### src/rtl/reg_wb_pkg.sv
// Shared types for the register writeback arbiter: write request payload and issue-source tags.
package reg_wb_pkg;

    localparam int unsigned WB_AWIDTH = 3;
    localparam int unsigned WB_DWIDTH = 8;

    typedef struct packed {
        logic [WB_AWIDTH-1:0] waddr;
        logic [WB_DWIDTH-1:0] wdata;
    } wb_req_t;

    typedef enum logic [1:0] {
        WB_SRC_NONE,
        WB_SRC_ALU,
        WB_SRC_LSU,
        WB_SRC_DROP
    } wb_src_e;

endpackage

### src/rtl/reg_writeback_arbiter_if.sv
// ALU/load result handshakes and register-bank write port; REG_WB_FWD_EN adds decode forwarding signals.
interface reg_writeback_arbiter_if #(
    parameter int unsigned AWIDTH = 3,
    parameter int unsigned DWIDTH = 8
) ();
    logic              alu_valid;
    logic              alu_ready;
    logic [AWIDTH-1:0] alu_waddr;
    logic [DWIDTH-1:0] alu_wdata;
    logic              lsu_valid;
    logic              lsu_ready;
    logic [AWIDTH-1:0] lsu_waddr;
    logic [DWIDTH-1:0] lsu_wdata;
    logic              wen;
    logic [AWIDTH-1:0] waddr;
    logic [DWIDTH-1:0] wdata;
    logic              pending;
`ifdef REG_WB_FWD_EN
    logic [AWIDTH-1:0] raddr1;
    logic [AWIDTH-1:0] raddr2;
    logic              fwd1_hit;
    logic              fwd2_hit;
    logic [DWIDTH-1:0] fwd1_data;
    logic [DWIDTH-1:0] fwd2_data;
`endif

`ifdef REG_WB_FWD_EN
    modport slave (
        input  alu_valid, alu_waddr, alu_wdata, lsu_valid, lsu_waddr, lsu_wdata, raddr1, raddr2,
        output alu_ready, lsu_ready, wen, waddr, wdata, pending, fwd1_hit, fwd2_hit, fwd1_data, fwd2_data
    );
    modport master (
        output alu_valid, alu_waddr, alu_wdata, lsu_valid, lsu_waddr, lsu_wdata, raddr1, raddr2,
        input  alu_ready, lsu_ready, wen, waddr, wdata, pending, fwd1_hit, fwd2_hit, fwd1_data, fwd2_data
    );
`else
    modport slave (
        input  alu_valid, alu_waddr, alu_wdata, lsu_valid, lsu_waddr, lsu_wdata,
        output alu_ready, lsu_ready, wen, waddr, wdata, pending
    );
    modport master (
        output alu_valid, alu_waddr, alu_wdata, lsu_valid, lsu_waddr, lsu_wdata,
        input  alu_ready, lsu_ready, wen, waddr, wdata, pending
    );
`endif
endinterface

### src/rtl/reg_wb_fifo.sv
// Load-result queue with per-entry live bit; an address-match kill retires stale loads in place.
module reg_wb_fifo #(
    parameter int unsigned AWIDTH = 3,
    parameter int unsigned DWIDTH = 8,
    parameter int unsigned DEPTH  = 2
) (
    input  logic              clk,
    input  logic              rst,
    input  logic              push_i,
    input  logic [AWIDTH-1:0] push_waddr_i,
    input  logic [DWIDTH-1:0] push_wdata_i,
    input  logic              pop_i,
    input  logic              kill_en_i,
    input  logic [AWIDTH-1:0] kill_addr_i,
    output logic              head_valid_o,
    output logic              head_live_o,
    output logic [AWIDTH-1:0] head_waddr_o,
    output logic [DWIDTH-1:0] head_wdata_o,
    output logic              any_live_o,
    output logic              ready_o
);
    localparam int unsigned PW = (DEPTH > 1) ? $clog2(DEPTH) : 1;
    localparam int unsigned CW = PW + 1;

    logic [AWIDTH-1:0] waddr_q [DEPTH];
    logic [DWIDTH-1:0] wdata_q [DEPTH];
    logic [DEPTH-1:0]  live_q, live_d;
    logic [PW-1:0]     rd_ptr_q, wr_ptr_q;
    logic [CW-1:0]     count_q;

    // Kill first, then pop retires the head, then a push (itself subject to the kill) lands at the tail.
    always_comb begin
        live_d = live_q;
        for (int unsigned i = 0; i < DEPTH; i++) begin
            if (kill_en_i && waddr_q[PW'(i)] == kill_addr_i) live_d[PW'(i)] = 1'b0;
        end
        if (pop_i)  live_d[rd_ptr_q] = 1'b0;
        if (push_i) live_d[wr_ptr_q] = !(kill_en_i && push_waddr_i == kill_addr_i);
    end

    always_ff @(posedge clk or posedge rst) begin
        if (rst) begin
            live_q   <= '0;
            rd_ptr_q <= '0;
            wr_ptr_q <= '0;
            count_q  <= '0;
            for (int unsigned i = 0; i < DEPTH; i++) begin
                waddr_q[PW'(i)] <= '0;
                wdata_q[PW'(i)] <= '0;
            end
        end else begin
            live_q  <= live_d;
            count_q <= CW'(count_q + CW'(push_i) - CW'(pop_i));
            if (pop_i) rd_ptr_q <= PW'(rd_ptr_q + PW'(1));
            if (push_i) begin
                waddr_q[wr_ptr_q] <= push_waddr_i;
                wdata_q[wr_ptr_q] <= push_wdata_i;
                wr_ptr_q          <= PW'(wr_ptr_q + PW'(1));
            end
        end
    end

    assign head_valid_o = (count_q != '0);
    assign head_live_o  = head_valid_o && live_q[rd_ptr_q];
    assign head_waddr_o = waddr_q[rd_ptr_q];
    assign head_wdata_o = wdata_q[rd_ptr_q];
    assign any_live_o   = |live_q;
    assign ready_o      = (count_q < CW'(DEPTH));
endmodule

### src/rtl/reg_writeback_arbiter.sv
// Merges ALU and load results onto the register bank write port; REG_WB_FWD_EN adds decode forwarding.
module reg_writeback_arbiter
    import reg_wb_pkg::*;
#(
    parameter int unsigned AWIDTH     = 3,
    parameter int unsigned DWIDTH     = 8,
    parameter int unsigned DEPTH      = 2,
    parameter int unsigned STARVE_MAX = 4
) (
    input  logic clk,
    input  logic rst,
    reg_writeback_arbiter_if.slave bus
);
    localparam int unsigned SW = $clog2(STARVE_MAX + 1);

    logic              head_valid, head_live, any_live, fifo_ready;
    logic [AWIDTH-1:0] head_waddr;
    logic [DWIDTH-1:0] head_wdata;
    logic              pop, kill_en, push, alu_ready_c;
    wb_src_e           src;
    logic [SW-1:0]     starve_q, starve_d;
    logic              wen_q, wen_d;
    logic [AWIDTH-1:0] waddr_q, waddr_d;
    logic [DWIDTH-1:0] wdata_q, wdata_d;

    assign push = bus.lsu_valid && fifo_ready;

    reg_wb_fifo #(.AWIDTH(AWIDTH), .DWIDTH(DWIDTH), .DEPTH(DEPTH)) u_fifo (
        .clk          (clk),
        .rst          (rst),
        .push_i       (push),
        .push_waddr_i (bus.lsu_waddr),
        .push_wdata_i (bus.lsu_wdata),
        .pop_i        (pop),
        .kill_en_i    (kill_en),
        .kill_addr_i  (bus.alu_waddr),
        .head_valid_o (head_valid),
        .head_live_o  (head_live),
        .head_waddr_o (head_waddr),
        .head_wdata_o (head_wdata),
        .any_live_o   (any_live),
        .ready_o      (fifo_ready)
    );

    // Priority: starved load, then ALU, then queue head (dead heads drain silently).
    always_comb begin
        src         = WB_SRC_NONE;
        pop         = 1'b0;
        kill_en     = 1'b0;
        alu_ready_c = 1'b1;
        starve_d    = starve_q;
        wen_d       = 1'b0;
        waddr_d     = waddr_q;
        wdata_d     = wdata_q;

        if (starve_q == SW'(STARVE_MAX) && head_live) begin
            alu_ready_c = 1'b0;
            pop         = 1'b1;
            src         = WB_SRC_LSU;
            starve_d    = '0;
        end else if (bus.alu_valid) begin
            src     = WB_SRC_ALU;
            kill_en = 1'b1;
            if (!head_live)                          starve_d = '0;
            else if (starve_q != SW'(STARVE_MAX))    starve_d = SW'(starve_q + SW'(1));
        end else if (head_valid) begin
            pop = 1'b1;
            src = head_live ? WB_SRC_LSU : WB_SRC_DROP;
        end

        if (!any_live) starve_d = '0;

        case (src)
            WB_SRC_ALU: begin
                wen_d   = (bus.alu_waddr != '0);
                waddr_d = bus.alu_waddr;
                wdata_d = bus.alu_wdata;
            end
            WB_SRC_LSU: begin
                wen_d   = (head_waddr != '0);
                waddr_d = head_waddr;
                wdata_d = head_wdata;
            end
            default: ;
        endcase
    end

    always_ff @(posedge clk or posedge rst) begin
        if (rst) begin
            starve_q <= '0;
            wen_q    <= 1'b0;
            waddr_q  <= '0;
            wdata_q  <= '0;
        end else begin
            starve_q <= starve_d;
            wen_q    <= wen_d;
            waddr_q  <= waddr_d;
            wdata_q  <= wdata_d;
        end
    end

    assign bus.alu_ready = alu_ready_c;
    assign bus.lsu_ready = fifo_ready;
    assign bus.wen       = wen_q;
    assign bus.waddr     = waddr_q;
    assign bus.wdata     = wdata_q;
    assign bus.pending   = any_live;

`ifdef REG_WB_FWD_EN
    // Decode sees the value the bank commits on this edge.
    assign bus.fwd1_hit  = wen_q && (waddr_q == bus.raddr1) && (waddr_q != '0);
    assign bus.fwd2_hit  = wen_q && (waddr_q == bus.raddr2) && (waddr_q != '0);
    assign bus.fwd1_data = wdata_q;
    assign bus.fwd2_data = wdata_q;
`endif
endmodule

### src/flat_wrapper.sv
// flat-port wrapper written by rule: the top's interface ports become plain ports
module reg_writeback_arbiter_flat import reg_wb_pkg::*;
#(
    parameter int unsigned AWIDTH     = 3,
    parameter int unsigned DWIDTH     = 8,
    parameter int unsigned DEPTH      = 2,
    parameter int unsigned STARVE_MAX = 4
)
  (clk, rst, bus_alu_valid, bus_alu_waddr, bus_alu_wdata, bus_lsu_valid, bus_lsu_waddr, bus_lsu_wdata, bus_alu_ready, bus_lsu_ready, bus_wen, bus_waddr, bus_wdata, bus_pending);
  reg_writeback_arbiter_if #(.AWIDTH(AWIDTH), .DWIDTH(DWIDTH)) bus_i ();
  input  logic clk;
  input  logic rst;
  input wire logic [$bits(bus_i.alu_valid)-1:0] bus_alu_valid;
  input wire logic [$bits(bus_i.alu_waddr)-1:0] bus_alu_waddr;
  input wire logic [$bits(bus_i.alu_wdata)-1:0] bus_alu_wdata;
  input wire logic [$bits(bus_i.lsu_valid)-1:0] bus_lsu_valid;
  input wire logic [$bits(bus_i.lsu_waddr)-1:0] bus_lsu_waddr;
  input wire logic [$bits(bus_i.lsu_wdata)-1:0] bus_lsu_wdata;
  output wire logic [$bits(bus_i.alu_ready)-1:0] bus_alu_ready;
  output wire logic [$bits(bus_i.lsu_ready)-1:0] bus_lsu_ready;
  output wire logic [$bits(bus_i.wen)-1:0] bus_wen;
  output wire logic [$bits(bus_i.waddr)-1:0] bus_waddr;
  output wire logic [$bits(bus_i.wdata)-1:0] bus_wdata;
  output wire logic [$bits(bus_i.pending)-1:0] bus_pending;
  assign bus_i.alu_valid = bus_alu_valid;
  assign bus_i.alu_waddr = bus_alu_waddr;
  assign bus_i.alu_wdata = bus_alu_wdata;
  assign bus_i.lsu_valid = bus_lsu_valid;
  assign bus_i.lsu_waddr = bus_lsu_waddr;
  assign bus_i.lsu_wdata = bus_lsu_wdata;
  assign bus_alu_ready = bus_i.alu_ready;
  assign bus_lsu_ready = bus_i.lsu_ready;
  assign bus_wen = bus_i.wen;
  assign bus_waddr = bus_i.waddr;
  assign bus_wdata = bus_i.wdata;
  assign bus_pending = bus_i.pending;
  reg_writeback_arbiter #(.AWIDTH(AWIDTH), .DWIDTH(DWIDTH), .DEPTH(DEPTH), .STARVE_MAX(STARVE_MAX)) u_core (.clk(clk), .rst(rst), .bus(bus_i));
endmodule
### config.mk
export PLATFORM = sky130hd
export DESIGN_NAME = reg_writeback_arbiter_flat
export DESIGN_NICKNAME = d
export VERILOG_FILES = /design/src/rtl/reg_wb_pkg.sv /design/src/rtl/reg_writeback_arbiter_if.sv /design/src/rtl/reg_wb_fifo.sv /design/src/rtl/reg_writeback_arbiter.sv /design/src/flat_wrapper.sv
export SDC_FILE = /design/constraint.sdc
export NUM_CORES = 1
export LEC_CHECK = 0
export ABC_AREA = 1
export BUFFER_PORTS_ARGS = -buffer_cell sky130_fd_sc_hd__buf_4
export CAP_MARGIN = 20
export CORE_MARGIN = 5
export CORE_UTILIZATION = 55
export CTS_BUF_LIST = sky130_fd_sc_hd__clkbuf_8
export DETAILED_ROUTE_END_ITERATION = 8
export PLACE_DENSITY = 0.79
export RECOVER_POWER = 50
export SYNTH_ARGS = -nofsm -noshare
export SYNTH_HDL_FRONTEND = slang
export SYNTH_SLANG_ARGS = --single-unit
### constraint.sdc
create_clock -name clk -period 3.05 [get_ports clk]
set_input_delay 0.1525 -clock clk [delete_from_list [all_inputs] [get_ports clk]]
set_output_delay 0.1525 -clock clk [all_outputs]
set_load 0.02 [all_outputs]
==> key figures <==
Global route
  • Remaining global-route overflow: 0
  • First-pass GRT wire length: 7872 microns
  • Vias in the first global route: 1,739
  • Initial antenna violation count: 0
  • Largest net degree at the start of global routing: 44
  • Total Routing Usage GR: 18.61%

Clock tree
  • Post-CTS Setup Inserts: 0
  • Buffer levels on the longest clock path: 2
  • Hold-fix buffers, CTS: 0
  • Post-CTS sizing: 0
  • Clk_lat worst skew: 0.29 ns
  • Clock Sinks: 43
  • CTS root buffer: clkbuf_8
  • CTS tree: yes
  • CTS Buf Count: 5
  • Clock transition at the registers of the reported paths: 0.08 ns
  • H-tree depth: 2

Drt
  • Wire per inst: 12.65 microns
  • Via density: 4.989
  • WL final: 4553 microns
  • # DRC: 0
  • Post-DRT Antenna Nets: 0
  • Drt first pass iters: 4
  • Initial DRC Count: 136
  • Routed vias: 1,796

Worst setup path
  • CP max-delay cell: dfrtp_1
  • Arrival @ worst endpoint: 2.76 ns
  • Worst setup EP type: flop
  • Critical-path cell list: inv_2 -> nand2_1 -> nand2_1 -> nand3_2 -> nand2_1 -> inv_2 -> nor2_1 -> ha_1 -> clkinv_1 -> nor2_1 -> o21ai_0 -> a21oi_1
  • Critical Path Most Common Cell: nand2_1
  • Worst path buffer plus inverter count: 3
  • Crit Path Max Fanout: 19
  • RR Endpoint: u_core.bus.wdata[2]
  • Critical path type: flop to flop
  • R2R depth: 12
  • CP startpoint kind: flop
  • Slack of the worst reg-to-reg path: 0.50 ns
  • Req. time, crit path: 3.26 ns
  • Worst r2r src: u_core.u_fifo.rd_ptr_q
  • Crit path largest cell delay: 0.53 ns
  • Family with the most delay on the worst path: simple AND/OR/NAND/NOR gates

Die
  • Initial Util: 56.02%
  • Core box area: 3971 sq um
  • Chip Height: 73.60 microns
  • Num rows: 23
  • Die area: 5417 sq um
  • Io pins: 41
  • Die X: 73.60 microns

Placed design
  • Post-DP HPWL: 3426 microns
  • # port buffers: 40
  • Place WS: 0.5383 ns
  • Post-Place Cells: 352
  • Placer Congestion: 0.8316

STA
  • Final WS setup: 0.5039 ns
  • Worst slew pin tran: 2.220 ns
  • Unrepaired setup endpoints after global routing: no
  • Final hold violation count: 0
  • Slew Limit Fails: 44
  • Rel. slew slack: -48.01%
  • Fin Setup TNS: 0 ns
  • Setup violations, final: 0
  • Minimum clock period after layout: 2.546 ns
  • Clock skew: 0.006308 ns
  • Fmax: 392.8 MHz
  • Final Cycle Share: 83.48%

Layout
  • Cell Count, Final, Fillers Out: 360
  • # nets final: 341
  • ANT cells: 0
  • Layout area overhead: 15.86%
  • Share of layout cells above drive strength 1: 19.68%
  • Core Util, Final: 64.90%

Logic synthesis
  • Post-synth cell types: 28
  • YS warnings: 0
  • Area share of fa/ha/maj cells after synthesis: 3.375%
  • Register area share after synthesis: 48.37%
  • Synth Area in Compound Gates: 15.35%
  • Number of synthesized register bits: 43
  • Synth top area share: 48.37%
  • Post-synthesis mux area share: 0%
  • Largest family of logic cells by synthesized area: simple AND/OR/NAND/NOR gates
  • Post-Synthesis Cells: 271
  • Simple-gate area share of the yosys netlist: 19.63%
  • Area contributors post-synth: dfrtp_1 48%, nand2_1 9.8%, nor2_1 6.1%
  • Synthesized Nets: 303
  • Mean Syn Cell Area: 8.209 sq um
  • Post-synth top area cell: dfrtp_1
  • Synthesized area: 2225 sq um
  • XOR/XNOR Fraction of Synth Area: 3.937%

Worst hold path
  • Worst min path class: input pin to flop
  • Hold endpoint: u_core.u_fifo.wdata_q[12]
  • Hold Path Origin: bus_lsu_wdata[4]
  • Hold path depth: 3

Pwr
  • Pwr dens: 962.6 nW/um^2
  • Lkg Pwr: 1.323 nW
  • Pwr Total: 0.002481 W
  • Worst ir drop on vdd: 406.2 uV

Outcome
  • Run status: complete, but fails checks
  • Failing checks: capacitance limit, slew limit

Job
  • Max_cap viols: 1
==> power breakdown <==
part	total, W	leakage [nW]	switching (W)	internal, W
clock	0.000348	0.0453	0.000191	0.000157
combinational	0.00111	0.750	0.000679	0.000427
sequential	0.00103	0.528	0.000193	0.000834
total	0.00248	1.32	0.00106	0.00142
==> cell usage in the layout (no fill, tap or decap), drive strengths merged <==
cell type / Yosys / layout
buf: 6 / 33
nor2: 37 / 37
inv: 32 / 33
or2: 3 / 3
nand4: 1 / 1
ha: 6 / 6
dfrtp: 43 / 43
clkbuf: 5 / 14
xor2: 4 / 4
clkinv: 2 / 3
a21boi: 1 / 1
clkinvlp: 0 / 1
o211ai: 1 / 1
nor3: 1 / 1
nand2: 60 / 60
xnor2: 6 / 6
a21oi: 22 / 22
o21ai: 35 / 35
nand3: 6 / 6
==> through the flow <==
step	cell area [sq um]	hold slack (ns)
2_1_floorplan	2225	0.3071
3_3_place_gp	2522	0.3203
3_5_place_dp	2522	0.3299
4_1_cts	2608	0.01399
5_1_grt	2577	0.1355
6_report	2577	0.1241
==> cell type report <==
cell class / count / area [sq um]
repair buffers: 42 / 285.3
fillers: 363 / 1394
well taps: 50 / 62.56
clock buffers: 5 / 68.82
flip-flops and latches: 43 / 1076
clock inverters: 3 / 16.27
inverters: 34 / 127.6
multi-input cells: 183 / 940.9
==> per-layer routing <==
layer / part of all wire [%] / routed length (microns) / GRT usage [%]
met1: 46 / 2107 / 26.95
met2: 45 / 2057 / 27.95
met3: 7.6 / 346 / 3.420
met4: 0.90 / 41 / 6.640
met5: 0 / 0 / 0
==> worst max-delay path by stage <==
| stage | start | to | slack (ns) | cells past startpoint |
|---|---|---|---|---|
| after floorplan | u_core.starve_q[0] | u_core.bus.waddr[0] | 0.98 | 13 |
| final | u_core.u_fifo.rd_ptr_q | u_core.bus.wdata[2] | 0.50 | 12 |
| after global placement | u_core.u_fifo.rd_ptr_q | u_core.bus.wdata[6] | 0.68 | 12 |
| after global routing | u_core.u_fifo.rd_ptr_q | u_core.bus.wdata[7] | 0.17 | 12 |
| after detailed placement | u_core.u_fifo.rd_ptr_q | u_core.bus.wdata[1] | 0.54 | 12 |
| after CTS | u_core.u_fifo.rd_ptr_q | u_core.bus.wdata[1] | 0.53 | 12 |
==> synthesized netlist by cell type, drive strengths merged <==
cell / number
a21boi: 1
or2: 3
nand4: 1
o211ai: 1
nand3: 6
xnor2: 6
clkinv: 2
nor2: 37
ha: 6
inv: 32
xor2: 4
o21ai: 35
buf: 6
dfrtp: 43
a21oi: 22
nor3: 1
clkbuf: 5
nand2: 60
==> flip-flops by register name (all words and copies together) (netlist names) <==
signal,cells
u_core.bus.waddr,3
u_core.bus.wdata,8
u_core.bus.wen,1
u_core.starve_q,3
u_core.u_fifo.count_q,2
u_core.u_fifo.live_q,2
u_core.u_fifo.rd_ptr_q,1
u_core.u_fifo.waddr_q,6
u_core.u_fifo.wdata_q,16
u_core.u_fifo.wr_ptr_q,1
==> kinds of logic (layout without fill, tap and decap cells) <==
| kind of cell | Yosys count | after routing |
|---|---|---|
| compound gates | 59 | 59 |
| flops | 43 | 43 |
| buf+inv | 45 | 84 |
| xor+xnor | 10 | 10 |
| fa+ha+maj | 6 | 6 |
| simple gates | 108 | 108 |
==> worst min-delay path, delay by kind of cell <==
kind | cells | cell delay [ns]
AOI/OAI and AO/OA | 1 | 0.11
buffers and inverters | 2 | 0.11
Power figures use the tool's default switching activity.
